## src/rtl/pr_coder.sv

```systemverilog
// pr_coder: registered priority encoder returning the index of the most-significant
// set bit of num, with a one-cycle out_valid pulse and a zero flag for an all-zero input.
// Optional feature: define PR_CODER_ONEHOT_EN to add a registered onehot output that
// isolates the highest set bit of num.
module pr_coder #(
   parameter int NUM_SIZE = 16,
   parameter int OUT_SIZE = $clog2(NUM_SIZE)
) (
   input  logic                clk,
   input  logic                rst_n,
   input  logic                in_valid,
   input  logic [NUM_SIZE-1:0] num,
`ifdef PR_CODER_ONEHOT_EN
   output logic [NUM_SIZE-1:0] onehot,
`endif
   output logic [OUT_SIZE-1:0] out,
   output logic                out_valid,
   output logic                zero
);

   logic [OUT_SIZE-1:0] idx;
   logic                is_zero;
   logic [NUM_SIZE-1:0] onehot_c;

   // Leading-one search: ascending scan, so the highest set bit is the last one written.
   always_comb begin
      // NOTE: every variable gets a default before the loop so no latch is inferred
      // and an all-zero num still yields fully defined outputs.
      idx      = '0;
      is_zero  = 1'b1;
      onehot_c = '0;
      for (int i = 0; i < NUM_SIZE; i++) begin
         if (num[i]) begin
            idx         = OUT_SIZE'(i);
            is_zero     = 1'b0;
            onehot_c    = '0;
            onehot_c[i] = 1'b1;
         end
      end
   end

   // Result register: capture on in_valid, otherwise hold data and drop out_valid.
   always_ff @(posedge clk or negedge rst_n) begin
      // NOTE: sequential state uses non-blocking assignments so every register
      // samples pre-edge values regardless of statement order.
      if (!rst_n) begin
         out       <= '0;
         zero      <= 1'b1;
         out_valid <= 1'b0;
      end else begin
         out_valid <= in_valid;
         if (in_valid) begin
            out  <= idx;
            zero <= is_zero;
         end
      end
   end

`ifdef PR_CODER_ONEHOT_EN
   // Onehot register follows exactly the same capture and reset rules as out.
   always_ff @(posedge clk or negedge rst_n) begin
      if (!rst_n) begin
         onehot <= '0;
      end else if (in_valid) begin
         onehot <= onehot_c;
      end
   end
`else
   // Onehot value is unused when the optional output is not built.
   logic unused_onehot;
   assign unused_onehot = ^onehot_c;
`endif

endmodule

```

## config.mk

```make
export PLATFORM = sky130hd
export DESIGN_NAME = pr_coder
export DESIGN_NICKNAME = d
export VERILOG_FILES = /design/src/rtl/pr_coder.sv
export SDC_FILE = /design/constraint.sdc
export NUM_CORES = 1
export LEC_CHECK = 0
export BUFFER_PORTS_ARGS = -buffer_cell sky130_fd_sc_hd__buf_4
export CORE_AREA = 5 5 42 44
export CTS_CLUSTER_SIZE = 30
export DETAILED_ROUTE_END_ITERATION = 16
export DIE_AREA = 0 0 47 49
export REMOVE_ABC_BUFFERS = 1
export SLEW_MARGIN = 15
export SYNTH_ARGS = -nofsm -noshare
export SYNTH_HDL_FRONTEND = slang
export SYNTH_SLANG_ARGS = --single-unit
```

## constraint.sdc

```tcl
create_clock -name clk -period 2.95 [get_ports clk]
set_clock_uncertainty 0.1 [all_clocks]
set_input_delay 0.1475 -clock clk [delete_from_list [all_inputs] [get_ports clk]]
set_output_delay 0.1475 -clock clk [all_outputs]
set_load 0.005 [all_outputs]
```

==> load_flow_metrics.sql <==
INSERT INTO impl_metrics (metric_group, metric, value, unit) VALUES
('floorplan', 'floorplan.die.width', '47', 'um'),
('power', 'worst_vdd_ir', '0.299', 'mV'),
('yosys', 'yosys-top-cells-area', 'dfrtp_1 36%, nor2_1 8.6%, dfstp_2 7.5%', ''),
('yosys', 'synth.lib_cells_used.distinct', '19', ''),
('setup_path', 'worst-setup-path-type', 'primary input to flip-flop', ''),
('layout', 'instances_no_fill', '87', ''),
('yosys', 'number_of_cells_produced_by_synthesis', '41', ''),
('route', 'route.detailed.wl_per_inst', '11.7', 'um'),
('yosys', 'number_of_enable_flip_flop_cells_after_synthesis', '0', ''),
('placed_design', 'detailedPlacementHpwl', '874', 'um'),
('floorplan', 'row_count', '14', ''),
('run_status', 'status', 'completed', ''),
('layout', 'postLayoutCellArea', '597', 'um2'),
('clock_tree', 'cts_max_path_buffers', '2', ''),
('floorplan', 'start_util', '25.0', '%'),
('setup_path', 'crit_path_buffers_inverters', '3', ''),
('grt', 'busiest_layer_in_global_routing', 'met2', ''),
('route', 'num_vias', '427', ''),
('setup_path', 'cp_max_fo', '8', ''),
('setup_path', 'critical_path.slowest_cell', 'dlygate4sd3_1', ''),
('timing', 'unrepaired_setup_endpoints_after_global_routing', 'no', ''),
('placed_design', 'routability_cong', '0.755', ''),
('clock_tree', 'root_buffer', 'clkbuf_4', ''),
('layout', 'fill_cells', '163', ''),
('yosys', 'post_synth.cell_area_avg', '8.54', 'um2'),
('placed_design', 'portBuffers', '24', ''),
('clock_tree', 'cts_htree_levels', '1', ''),
('placed_design', 'placedCellCount', '81', ''),
('setup_path', 'cp_cell_sequence', 'dlygate4sd3_1 -> buf_4 -> inv_2 -> or4_1 -> o21ai_0 -> a21oi_1', ''),
('placed_design', 'postPlaceCellArea', '551', 'um2'),
('power', 'power_density', '367', 'nW/um2'),
('yosys', 'synth-async-reset-ratio', '100', '%'),
('timing', 'finalMaxSlewViolations', '0', ''),
('floorplan', 'dieArea', '2300', 'um2'),
('setup_path', 'worst_setup_path_end_kind', 'flip-flop', ''),
('yosys', 'synth_largest_type_area_fraction', '35.7', '%'),
('power', 'leakage_power', '0.265', 'nW'),
('grt', 'use_met3', '3.69', '%'),
('layout', 'area.sequential', '151', 'um2'),
('grt', 'grt.met1_usage', '12.5', '%'),
('floorplan', 'num_io_pins', '25', ''),
('yosys', 'synthesis.yosys.warnings', '0', ''),
('clock_tree', 'post_cts.resized_instances', '0', ''),
('setup_path', 'cp_data_required_time', '2.96', 'ns'),
('yosys', 'yosys_most_used_dff', 'dfrtp_1', ''),
('layout', 'n_antenna_cell', '0', ''),
('clock_tree', 'cts_sinks', '6', ''),
('layout', 'final_core_occ', '42.6', '%'),
('timing', 'timing.final.ws_setup', '1.52', 'ns'),
('timing', 'setup-tns-final', '0', 'ns'),
('yosys', 'yosysMostFrequentCell', 'nor2_1', ''),
('floorplan', 'die_h', '49', 'um'),
('timing', 'finalCritPeriodShare', '48.6', '%'),
('layout', 'layout-area-overhead-vs-synth', '70.4', '%'),
('yosys', 'synth_top_cells_by_count', '8 x nor2_1, 5 x dfrtp_1, 4 x a21oi_1, 4 x nor4_1', ''),
('timing', 'maxClockFrequency', '0.698', 'GHz'),
('layout', 'multi_input_comb_area', '184', 'um2'),
('layout', 'layout.nets', '91', ''),
('timing', 'max_slew_margin', '71.9', '%'),
('timing', 'setup_viol', '0', ''),
('setup_path', 'cpPeakStageDelay', '0.52', 'ns'),
('grt', 'pin_count_of_the_biggest_net_entering_global_routing', '9', ''),
('run', 'drv_cap', '0', ''),
('yosys', 'ys_ff_latch', '6', ''),
('min_path', 'hp-class', 'primary input to flip-flop', ''),
('clock_tree', 'post_cts_buffers', '0', ''),
('setup_path', 'path_delay_family', 'buffers and inverters', ''),
('setup_path', 'worstPathArrival', '1.44', 'ns'),
('yosys', 'synth_seq_area_share', '43.2', '%'),
('timing', 'timing_hold_violations_final', '0', ''),
('clock_tree', 'tritoncts', 'yes', '');
==> kinds of logic (layout without fill, tap and decap cells) <==
| kind of cell | count (synthesis) | in the layout | share of synthesized area (%) |
|---|---|---|---|
| buffers and inverters | 4 | 34 | 4.28 |
| AO/OA/AOI/OAI | 12 | 12 | 22.5 |
| AND/OR/NAND/NOR | 19 | 19 | 30.0 |
| flip-flops | 6 | 6 | 43.2 |
==> worst register-to-register path, delay by kind of cell (launching register included) <==
| kind | cells | cell delay [ns] |
|---|---|---|
| flip-flops | 1 | 0.36 |
| AO/OA/AOI/OAI | 3 | 0.49 |
==> sequential cells by signal (all words and copies together) (netlist names) <==
name / flops
out: 4
out_valid: 1
zero: 1
==> final timing paths <==
kind                                     from                  to  slack, ns  cells past startpoint
min                                    num[9]  out[1]$_DFFE_PN0P_       0.11                      4
min in group asynchronous               rst_n  out[2]$_DFFE_PN0P_       0.14                      2
max reg2reg                out[0]$_DFFE_PN0P_  out[0]$_DFFE_PN0P_       1.92                      3
min reg2reg                out[3]$_DFFE_PN0P_  out[3]$_DFFE_PN0P_       0.40                      2
max                                  in_valid  out[1]$_DFFE_PN0P_       1.52                      6
max in group asynchronous               rst_n    zero$_DFFE_PN1P_       2.40                      2
==> report_power, final <==
part,switching [mW],internal (mW),total (mW)
Clock,0.0304,0.0513,0.0817
Combinational,0.0203,0.0285,0.0488
Sequential,0.00208,0.0865,0.0886
Total,0.0528,0.166,0.219
==> metrics by stage <==
| step | total power, mW | hold WS [ns] |
|---|---|---|
| detailed placement | 0.137 | -0.141 |
| CTS | 0.224 | 0.111 |
| finish | 0.219 | 0.105 |
| global route | 0.235 | 0.118 |
| floorplan | 0.102 | -0.248 |
| global placement | 0.137 | -0.141 |
==> cells in the final DEF (no fill, tap or decap), types with 2 or more instances in the layout <==
cell,n
a21oi_1,4
buf_4,24
clkbuf_4,3
dfrtp_1,5
dlygate4sd3_1,2
inv_1,3
nand2b_1,2
nor2_1,8
nor4_1,4
o21ai_0,3
==> final cells by class <==
cell class,count,area share (%)
Timing Repair Buffer,26,33.5
Multi-Input combinational cell,31,30.8
Sequential cell,6,25.4
Clock buffer,4,4.40
Tap cell,16,3.35
Inverter,4,2.52
==> per-layer routing <==
layer,up-vias,routed length [um]
li1,214,-
met1,194,419
met2,17,479
met3,2,98
met4,0,17
met5,-,0
(Power assumes the default switching activity.)
